## src/rtl/traffic_sensor_debounce.sv

```systemverilog
// Vehicle-sensor conditioning: synchroniser, debounce FSM, latched car request and arrival counter.
// Optional feature: define CAR_COUNT_EN to build the saturating car_count counter (tied to 0 otherwise).
module traffic_sensor_debounce #(
  parameter int SYNC_STAGES     = 2,
  parameter int DEBOUNCE_CYCLES = 16,
  parameter int COUNT_W         = 8
) (
  input  logic               clk,
  input  logic               reset,
  input  logic               sensor_raw,
  input  logic               req_ack,
  output logic               sensor_clean,
  output logic               car_req,
  output logic [COUNT_W-1:0] car_count
);

  localparam int CNT_W = $clog2(DEBOUNCE_CYCLES + 1);
  localparam logic [CNT_W-1:0] CNT_MAX = CNT_W'(DEBOUNCE_CYCLES);

  typedef enum logic [1:0] {
    STABLE_LO  = 2'd0,
    CONFIRM_HI = 2'd1,
    STABLE_HI  = 2'd2,
    CONFIRM_LO = 2'd3
  } state_t;

  logic [SYNC_STAGES-1:0] sync_q;
  logic                   sync;
  state_t                 state_q, state_d;
  logic [CNT_W-1:0]       cnt_q, cnt_d;
  logic                   clean_prev_q;
  logic                   rise;
  logic                   car_req_q, car_req_d;

  assign sync = sync_q[SYNC_STAGES-1];

  // State register
  always_ff @(posedge clk) begin
    if (reset) begin
      sync_q       <= '0;
      state_q      <= STABLE_LO;
      cnt_q        <= '0;
      clean_prev_q <= 1'b0;
      car_req_q    <= 1'b0;
    end else begin
      sync_q       <= {sync_q[SYNC_STAGES-2:0], sensor_raw};
      state_q      <= state_d;
      cnt_q        <= cnt_d;
      clean_prev_q <= sensor_clean;
      car_req_q    <= car_req_d;
    end
  end

  // Next state: a change is accepted only after cnt reaches DEBOUNCE_CYCLES with sync still changed
  always_comb begin
    state_d = state_q;
    cnt_d   = '0;
    unique case (state_q)
      STABLE_LO: begin
        if (sync) begin
          state_d = CONFIRM_HI;
          cnt_d   = CNT_W'(1);
        end
      end
      CONFIRM_HI: begin
        if (!sync) begin
          state_d = STABLE_LO;
        end else if (cnt_q == CNT_MAX) begin
          state_d = STABLE_HI;
        end else begin
          cnt_d = cnt_q + CNT_W'(1);
        end
      end
      STABLE_HI: begin
        if (!sync) begin
          state_d = CONFIRM_LO;
          cnt_d   = CNT_W'(1);
        end
      end
      CONFIRM_LO: begin
        if (sync) begin
          state_d = STABLE_HI;
        end else if (cnt_q == CNT_MAX) begin
          state_d = STABLE_LO;
        end else begin
          cnt_d = cnt_q + CNT_W'(1);
        end
      end
      default: state_d = STABLE_LO;
    endcase
  end

  // Outputs
  always_comb begin
    sensor_clean = (state_q == STABLE_HI) || (state_q == CONFIRM_LO);
    rise         = sensor_clean && !clean_prev_q;
    car_req_d    = car_req_q;
    if (rise) begin
      car_req_d = 1'b1;
    end else if (req_ack) begin
      car_req_d = 1'b0;
    end
  end

  assign car_req = car_req_q;

`ifdef CAR_COUNT_EN
  logic [COUNT_W-1:0] count_q, count_d;

  always_comb begin
    count_d = count_q;
    if (rise && (count_q != {COUNT_W{1'b1}})) begin
      count_d = count_q + COUNT_W'(1);
    end
  end

  always_ff @(posedge clk) begin
    if (reset) begin
      count_q <= '0;
    end else begin
      count_q <= count_d;
    end
  end

  assign car_count = count_q;
`else
  assign car_count = '0;
`endif

endmodule

```

## config.mk

```make
export PLATFORM = sky130hd
export DESIGN_NAME = traffic_sensor_debounce
export DESIGN_NICKNAME = d
export VERILOG_FILES = /design/src/rtl/traffic_sensor_debounce.sv
export SDC_FILE = /design/constraint.sdc
export NUM_CORES = 1
export LEC_CHECK = 0
export ABC_AREA = 0
export CORE_AREA = 2 2 39 41
export CTS_BUF_LIST = sky130_fd_sc_hd__clkbuf_16
export CTS_CLUSTER_SIZE = 24
export DETAILED_ROUTE_END_ITERATION = 16
export DIE_AREA = 0 0 41 43
export PLACE_DENSITY = 0.65
export SLEW_MARGIN = 20
export SYNTH_ARGS = -nofsm -noshare
export SYNTH_HDL_FRONTEND = slang
export SYNTH_SLANG_ARGS = --single-unit
```

## constraint.sdc

```tcl
create_clock -name clk -period 2 [get_ports clk]
set_clock_uncertainty 0.05 [all_clocks]
set_input_delay 0.6 -clock clk [delete_from_list [all_inputs] [get_ports clk]]
set_output_delay 0.6 -clock clk [all_outputs]
set_load 0.005 [all_outputs]
```

==> results of run 1 <==
==> stage by stage <==
stage	cells	cell area, µm²	setup slack [ps]	hold slack, ps
floorplan	58	530.5	623.3	363.8
global placement	70	536.8	272.5	382.8
detailed placement	70	536.8	240.0	386.3
CTS	74	615.6	135.3	402.6
global route	74	615.6	85.34	410.0
finish	74	615.6	153.8	396.5
==> final cells by class <==
class                           instances  area, µm²  share of cell area, %
Multi-Input combinational cell         36      239.0                  38.82
Clock buffer                            3      75.07                  12.20
Tap cell                               16      20.02                  3.252
Sequential cell                        11      220.2                  35.77
Timing Repair Buffer                    5      50.05                  8.130
Clock inverter                          1      3.754                 0.6098
Inverter                                2      7.507                  1.220
==> synth_stat cells (2+ instances only) <==
library cell,instances
buf_4,8
dfxtp_1,11
ha_1,2
inv_1,2
nand2b_1,2
nand3_1,2
nor2b_1,5
nor3_1,4
xnor2_1,2
xor2_1,3
==> sequential cells by signal (all words and copies together), names as in the netlist, named ones only <==
name	flops
sync_q	2
car_req	1
state_q	1
cnt_q	5
clean_prev_q	1
==> power by group <==
group | internal [mW] | switching (mW) | leakage [nW]
Combinational | 0.00840 | 0.00804 | 0.119
Sequential | 0.223 | 0.00205 | 0.0892
Clock | 0.262 | 0.0933 | 0.0423
==> cells by family (layout without fill, tap and decap cells) <==
family,after synthesis,count (layout)
AO/OA/AOI/OAI,2,2
buffers and inverters,11,11
flip-flops,11,11
other,1,8
XOR/XNOR,5,5
AND/OR/NAND/NOR,18,18
adder cells (fa/ha/maj),2,2
multiplexers,1,1
==> per-layer routing <==
metal  share of wire (%)  GRT usage (%)  vias to the layer above
li1                    -              -                      161
met1                  46          11.15                      147
met2                  47          15.94                        7
met3                 5.1          6.283                        2
met4                 2.3          6.000                        0
met5                   0              0                        -
==> final timing paths <==
kind              startpoint           end  slack [ps]  cells after the start
setup reg to reg    cnt_q[0]     flip-flop         550                      5
setup / recovery   flip-flop  sensor_clean         150                      1
hold / removal     sync_q[0]     sync_q[1]         400                      1
hold reg to reg    sync_q[0]     sync_q[1]         400                      1
==> placed cells by master (no fill, tap or decap) <==
cell / Yosys / layout
dfxtp_1: 11 / 11
conb_1: 1 / 8
nor2b_1: 5 / 5
clkdlybuf4s50_1: 0 / 5
nor3_1: 4 / 4
inv_1: 2 / 3
xor2_1: 3 / 3
clkbuf_16: 0 / 3
xnor2_1: 2 / 2
nand3_1: 2 / 2
nand2b_1: 2 / 2
ha_1: 2 / 2
and4bb_4: 1 / 1
o21a_1: 1 / 1
nand2_1: 1 / 1
and2_4: 1 / 1
mux2_4: 1 / 1
a21oi_1: 1 / 1
nor2_1: 1 / 1
and3_1: 1 / 1
==> summary.txt, run 1 <==
Status
  • Status: completed

Final layout
  • Share of layout cells above drive strength 1: approximately a tenth
  • Post-layout util: around 44%
  • Layout filler cell count: about 140
  • Final #Nets: between 60 and 70
  • P&R area growth vs syn: 22.08%
  • Antenna diodes: 0

Setup path
  • Crit-path cells: clkdlybuf4s50_1
  • CP arrival: 1200 ps
  • Critical Path RT: ~1400 ps
  • Crit path max fanout: 5
  • Worst-path cell with the longest stage delay: clkdlybuf4s50_1
  • Worst Setup Path Type: reg -> out
  • Crit-path leading delay family: buffers and inverters
  • Critical Path Sink Type: output port
  • Critical path buffers and inverters: 1
  • Worst setup SP type: flip-flop
  • Max incr delay on CP: about 540 ps

Yosys
  • Yosys reg bits: 11
  • Sequential fraction of the synthesis area: between 40% and 50%
  • Netlist cell types: 20
  • Largest cells by area after synthesis: dfxtp_1 (44%), buf_4 (12%), nor2b_1 (6.2%)
  • Post-synthesis area per instance: between 9 and 10 µm²
  • Syn Inst Count: a little over 50
  • Asr flop ratio synth: 0%
  • Post-synth top area share: a little over two fifths
  • Main combinational cell family by area after synthesis: simple AND/OR/NAND/NOR gates
  • Prevailing post-synth register cell: dfxtp_1
  • Synth Area in Simple Gates: between 20% and 30%
  • Mux contribution to synthesized area: between 2 and 3%
  • Post-Synth Adder-Cell Area: 4.963%
  • Post-synth EDFFs: 0
  • Yosys warnings: 0
  • Compound-Gate Fraction of Synth Area: under 10%
  • Synthesized area: ~500 µm²
  • Top cell type by total area after synthesis: dfxtp_1
  • Post-synthesis xor/xnor area fraction: just under 9%

Drt
  • 1st-pass router iterations: 1
  • DRT iter0 DRCs: 0
  • ANT nets after route: 0
  • # DRC: 0
  • Drt wl/cell: 9.284 µm
  • WL final: 687 µm
  • Vias: 317
  • Vias per cell: 4.284

STA
  • Max Transition Viols Final: 0
  • Max Clk Rate: approximately 540 MHz
  • Endpoints failing hold: 0
  • RSZ-0062 raised after global routing: no
  • Setup TNS: 0 ps
  • Setup violators final: 0
  • Post-route minimum period: about 1800 ps
  • Fin crit share: between 90 and 100%

Global routing
  • First-pass GRT wire length: between 1 and 1.5 mm
  • Vias in the first global route: about 310
  • Largest net degree at the start of global routing: 9
  • Gr usage total: ~11%
  • Gr ovfl total: 0
  • Initial antenna violation count: 0

Clock network
  • CTS clk-pin slew, worst paths: around 40 ps
  • CTS resizes: 0
  • Clock Path Buffers: 2
  • Htree depth: 1
  • Clock latency on the worst-skew pair: between 200 and 250 ps
  • Hold buffer count at cts: 0
  • CTS tree: done
  • Clk root buf: clkbuf_16
  • Clock sinks: 11
  • Post-CTS Setup Inserts: 0
  • CTS buffer count: 3

Floorplan
  • Starting Density: roughly 36%
  • Die X: 41 µm
  • Die area: about 1800 µm²
  • Chip height: approximately 43 µm
  • Rows: 14
  • Core area: about 1400 µm²
  • I/O pin cnt: 14

Power
  • Pwr dens: between 900 and 1000 nW/µm²
  • Worst vdd ir: roughly 0.49 mV
  • Overall power: ~0.60 mW
  • Leakage: between 0.2 and 0.3 nW

Placed design
  • Final HPWL DP: 493.9 µm
  • IO buf count: 5
  • GPL Wtd Cong: 0.6167

Worst hold path
  • Hold Crit Class: reg -> reg

Flow run
  • MaxCap Viol Count: 0
Note: power is estimated with default switching activity, not from simulation.
==> run 2, diff against run 1 <==
Settings changed: CORE_AREA 2 2 39 41 to 3 3 40 42, DIE_AREA 0 0 41 43 to 0 0 43 45.
==> run 2 against run 1 <==
Combinational power hardly changed. Sequential cell count stayed put. Critical path depth stayed put. Sequential power hardly changed. Critical path type unchanged. Register-to-register slack better by 20 ps.
==> summary.txt, run 2 (same netlist as run 1, synthesis figures left out) <==
Setup path
  • Crit path max fanout: 5 (unchanged)
  • Crit-path leading delay family: buffers and inverters
  • CP arrival: 1180 ps (-20 ps)
  • Max incr delay on CP: 530 ps (about the same)
  • Critical Path Sink Type: output port
  • Worst setup SP type: flip-flop
  • Reg2reg start: cnt_q[0]
  • Worst-path cell with the longest stage delay: clkdlybuf4s50_1
  • Critical path buffers and inverters: 1 (unchanged)
  • Worst Setup Path Type: reg -> out
  • Crit-path cells: clkdlybuf4s50_1
  • Critical Path RT: 1350 ps (about the same)

Final layout
  • Most frequent cells in the layout: dfxtp_1 (11), conb_1 (8), nor2b_1 (5), clkdlybuf4s50_1 (5), nor3_1 (4)
  • Layout filler cell count: 128 (-11%)
  • Share of layout cells above drive strength 1: 10.34% (unchanged)
  • Most common cell after layout, fill and taps aside: dfxtp_1
  • Largest Register: cnt_q
  • Antenna diodes: 0 (unchanged)
  • Final #Nets: 65 (unchanged)
  • P&R area growth vs syn: 21.84%
  • Largest regs: cnt_q (5), sync_q (2)
  • Max reg flops: 5 (unchanged)

Power
  • Clock power frac: 59.2% (-0.3 points)
  • Leakage: 0.2504 nW (unchanged)
  • Worst vdd ir: 0.4695 mV (-3.5%)
  • NetSw: 0.09848 mW (-4.7%)
  • Sequential share of power: 38.0% (+0.3 points)
  • Overall power: 0.5916 mW (-0.89%)
  • Gate power share: 2.8% (about the same)
  • Pwr dens: 963.0 nW/µm² (-0.69%)
  • Int Power: 0.4931 mW (about the same)
  • Switching share of power: 16.65% (-0.67 points)

STA
  • Fin crit share: 91.47% (-0.84 points)
  • Max Transition Viols Final: 0 (unchanged)
  • Post-route minimum period: 1829 ps (-16.82 ps)
  • Setup TNS: 0 ps (unchanged)
  • Setup violators final: 0 (unchanged)
  • Endpoints failing hold: 0 (unchanged)
  • RSZ-0062 raised after global routing: no
  • Max Clk Rate: 546.6 MHz (+0.92%)

Clock network
  • Hold buffer count at cts: 0 (unchanged)
  • CTS tree: done
  • CTS buffer count: 3 (unchanged)
  • Clk root buf: clkbuf_16
  • CTS clk-pin slew, worst paths: 40 ps (about the same)
  • Htree depth: 1 (unchanged)
  • Post-CTS Setup Inserts: 0 (unchanged)
  • Clock Path Buffers: 2 (unchanged)
  • Clock sinks: 11 (unchanged)
  • Clock latency on the worst-skew pair: 230 ps (about the same)
  • CTS resizes: 0 (unchanged)

Worst hold path
  • Hold Path Origin: sync_q[0]
  • Hold Crit Class: reg -> reg

Drt
  • Vias per cell: 4.219 (-1.5%)
  • DRT iter0 DRCs: 0 (unchanged)
  • 1st-pass router iterations: 1 (unchanged)
  • # DRC: 0 (unchanged)
  • Vias: 308 (-2.8%)
  • Drt wl/cell: 8.342 µm (-10%)
  • ANT nets after route: 0 (unchanged)
  • WL final: 609 µm (-11%)

Floorplan
  • Starting Density: 39.24% (+2.8 points)
  • Rows: 13 (-1)
  • Core area: 1285 µm² (-7.1%)
  • Die X: 43 µm (+4.9%)
  • Die area: 1935 µm² (+9.8%)
  • Chip height: 45 µm (+4.7%)
  • I/O pin cnt: 14 (unchanged)

Global routing
  • Gr ovfl total: 0 (unchanged)
  • Largest net degree at the start of global routing: 9 (unchanged)
  • Initial antenna violation count: 0 (unchanged)
  • Gr usage total: 7.873% (-2.8 points)
  • First-pass GRT wire length: 1.048 mm (-12%)
  • Vias in the first global route: 274 (-11%)

Status
  • Status: completed

Placed design
  • IO buf count: 5 (unchanged)
  • GPL Wtd Cong: 0.6661 (+8.0%)
  • Final HPWL DP: 499.3 µm (+1.1%)

Flow run
  • MaxCap Viol Count: 0 (unchanged)
==> run 2: per-stage QoR <==
stage	hold slack [ps]	area, µm²	instances	setup WS [ps]	util [%]
2_1_floorplan	363.8	530.5	58	623.3	-
3_3_place_gp	385.2	535.5	69	266.6	41.67
3_5_place_dp	383.7	535.5	69	246.1	41.67
4_1_cts	393.2	614.3	73	158.4	47.81
5_1_grt	409.9	614.3	73	124.3	47.81
6_report	385.3	614.3	73	170.6	47.81
==> run 2: final timing paths <==
kind	end	slack [ps]	cells past startpoint
setup / recovery	sensor_clean	170	1
hold / removal	sync_q[1]	390	1
setup reg to reg	flip-flop	570	5
hold reg to reg	sync_q[1]	390	1
==> run 2: final cells by class <==
class / count / area, µm² / share of cell area (%)
multi-input combinational: 36 / 239.0 / 38.90
tap: 15 / 18.77 / 3.055
clock inverter: 1 / 3.754 / 0.6110
timing repair buffer: 5 / 50.05 / 8.147
clock buffer: 3 / 75.07 / 12.22
sequential: 11 / 220.2 / 35.85
inverter: 2 / 7.507 / 1.222
==> run 2: worst register-to-register path: cells and delay by family, from the launching register on <==
family                   cells  cell delay (ps)
AND/OR/NAND/NOR              2              380
flip-flops                   1              360
buffers and inverters        1               60
adder cells (fa/ha/maj)      1              190
multiplexers                 1              280
==> run 2: per-layer routing <==
layer | part of all wire, % | track usage (%)
met3 | 8.7 | 4.781
met1 | 49 | 9.069
met2 | 40 | 9.880
met5 | 0 | 0
met4 | 2.0 | 7.229
==> run 2: power groups by stage <==
stage | Sequential (mW) | Combinational (mW) | Clock (mW)
2_1_floorplan | 0.228 | 0.0194 | 0
3_3_place_gp | 0.229 | 0.0161 | 0
3_5_place_dp | 0.229 | 0.0162 | 0
4_1_cts | 0.225 | 0.0163 | 0.358
5_1_grt | 0.225 | 0.0189 | 0.376
6_report | 0.225 | 0.0164 | 0.350
==> run 3, diff against run 2 <==
Settings changed: PLACE_DENSITY 0.65 to 0.67.
Clock period 2 ns to 1.5 ns, I/O delays scaled along.
==> run 3 against run 2 <==
Sequential share of layout area down 1.9 points. Non-clock buffer count rose by 5. Largest power group unchanged. Die area did not move. Cell area is 5.7% higher. Combinational power up 65%. Setup slack lost 51 ps. Sequential power up 33%. Routed wire length rose by 18%. Critical path type is now reg -> reg. Largest cell class unchanged. Count of clock-buffer cells in the layout unchanged.
==> summary.txt, run 3 (same netlist as run 1, synthesis figures left out) <==
Status
  • Status: completed

Final layout
  • P&R area growth vs syn: 28.78%
  • Finished Cell Area: 649.4 µm² (+5.7%)
  • Largest Register: cnt_q
  • Max reg flops: 5 (unchanged)
  • Largest regs: cnt_q (5), sync_q (2)
  • Most common cell after layout, fill and taps aside: dfxtp_1
  • Antenna diodes: 0 (unchanged)
  • Layout filler cell count: 117 (-8.6%)
  • Most frequent cells in the layout: dfxtp_1 (11), conb_1 (8), nor2b_1 (5), buf_4 (5), nor3_1 (4)
  • Share of layout cells above drive strength 1: 17.46% (+7.1 points)
  • Final #Nets: 70 (+7.7%)

STA
  • Fin Hold WS: 388.7 ps (+3.468 ps)
  • Max Clk Rate: between 700 and 800 MHz
  • Fin crit share: just over 90%
  • Setup TNS: 0 ps (unchanged)
  • Setup violators final: 0 (unchanged)
  • Max Transition Viols Final: 0 (unchanged)
  • Post-route minimum period: roughly 1400 ps
  • Endpoints failing hold: 0 (unchanged)
  • RSZ-0062 raised after global routing: no

Clock network
  • Clock sinks: 11 (unchanged)
  • CTS tree: done
  • Htree depth: 1 (unchanged)
  • Hold buffer count at cts: 0 (unchanged)
  • CTS buffer count: 3 (unchanged)
  • Clock latency on the worst-skew pair: 230 ps (about the same)
  • Clock Path Buffers: 2 (unchanged)
  • Clk root buf: clkbuf_16
  • CTS clk-pin slew, worst paths: 40 ps (about the same)

Floorplan
  • Rows: 13 (unchanged)
  • Die area: 1935 µm² (unchanged)
  • I/O pin cnt: 14 (unchanged)
  • Starting Density: 39.24% (unchanged)
  • Core area: 1285 µm² (unchanged)
  • Die X: 43 µm (unchanged)
  • Chip height: 45 µm (unchanged)

Placed design
  • DP Area: 573.1 µm² (+7.0%)
  • GPL Wtd Cong: 0.6540 (-1.8%)
  • Final HPWL DP: 583.9 µm (+17%)
  • IO buf count: 5 (unchanged)

Power
  • Worst vdd ir: 0.6196 mV (+32%)
  • Leakage: 0.2861 nW (+14%)
  • Pwr dens: 1229 nW/µm² (+28%)

Drt
  • # DRC: 0 (unchanged)
  • ANT nets after route: 0 (unchanged)
  • Drt wl/cell: 9.218 µm (+10%)
  • WL final: 719 µm (+18%)
  • 1st-pass router iterations: 2 (+1)
  • Vias per cell: 4.218 (about the same)
  • DRT iter0 DRCs: 3 (+3)
  • Vias: 329 (+6.8%)

Global routing
  • Gr usage total: 8.794% (+0.92 points)
  • Initial antenna violation count: 0 (unchanged)
  • First-pass GRT wire length: 1.221 mm (+17%)
  • Gr ovfl total: 0 (unchanged)
  • Largest net degree at the start of global routing: 8 (-1)
  • Vias in the first global route: 306 (+12%)

Setup path
  • Crit-path cells: inv_1 -> ha_1 -> and4bb_4 -> and2_4 -> mux2_4
  • Worst setup SP type: flip-flop
  • Worst Setup Path Type: reg -> reg
  • Critical Path RT: 1570 ps (+220 ps)
  • Critical path buffers and inverters: 1 (unchanged)
  • FF-to-FF path depth: 5 (unchanged)
  • Crit-path leading delay family: simple AND/OR/NAND/NOR gates
  • Worst-path cell with the longest stage delay: dfxtp_1
  • CP arrival: 1450 ps (+270 ps)
  • Critical Path Sink Type: flip-flop
  • Max incr delay on CP: 340 ps (-190 ps)
  • Crit path max fanout: 3 (-2)
  • Worst path depth: 5 (+4)

Flow run
  • MaxCap Viol Count: 0 (unchanged)

Worst hold path
  • Hold Crit Class: reg -> reg
  • WHS Path Cells: 1 (unchanged)
run 3: cell types whose count changed in the layout (fill, tap and decap cells not counted), sizes merged:
cell / delta
buf: +5
clkdlybuf4s50: -2
dlygate4sd2: +2
run 3: what timing repair did:
action                     CTS  global route
buffers inserted             0             0
gates resized for setup      2             0
setup endpoints to repair    2             0
run 3: metal layers:
layer / share of wire [%] / up-vias / global-route usage (%) / wire [µm]
met5: 0 / - / 0 / 0
met4: 1.9 / 0 / 7.229 / 14
met3: 4.9 / 2 / 1.195 / 35
met2: 46 / 10 / 13.17 / 332
met1: 47 / 142 / 11.27 / 336
li1: - / 175 / - / -
run 3: cell type report:
cell class              count  area, µm²  area share, %
clock buffers               3      75.07          11.56
clock inverters             1      3.754         0.5780
inverters                   2      7.507          1.156
multi-input cells          36      239.0          36.80
flip-flops and latches     11      220.2          33.91
well taps                  15      18.77          2.890
repair buffers             10      85.08          13.10
run 3: where the power goes:
group	switching, mW	internal (mW)
Sequential	0.00207	0.298
Clock	0.123	0.349
Combinational	0.0118	0.0152
run 3: worst paths after layout:
| path | start | slack, ps | end |
|---|---|---|---|
| worst max register to register | cnt_q[1] | 120 | flip-flop |
| worst min-delay path | sync_q[0] | 390 | sync_q[1] |
| worst max-delay path | cnt_q[1] | 120 | flip-flop |
| worst min register to register | sync_q[0] | 390 | sync_q[1] |
run 3: metrics by stage:
| step | setup slack [ps] | power, mW | std cells | utilization (%) |
|---|---|---|---|---|
| 6_report | 119.5 | 0.7983 | 78 | 50.54 |
| 3_3_place_gp | -50.98 | 0.3315 | 74 | 44.60 |
| 2_1_floorplan | 123.3 | 0.3304 | 58 | - |
| 4_1_cts | 118.5 | 0.8088 | 78 | 50.54 |
| 3_5_place_dp | -79.18 | 0.3315 | 74 | 44.60 |
| 5_1_grt | 37.06 | 0.8299 | 78 | 50.54 |
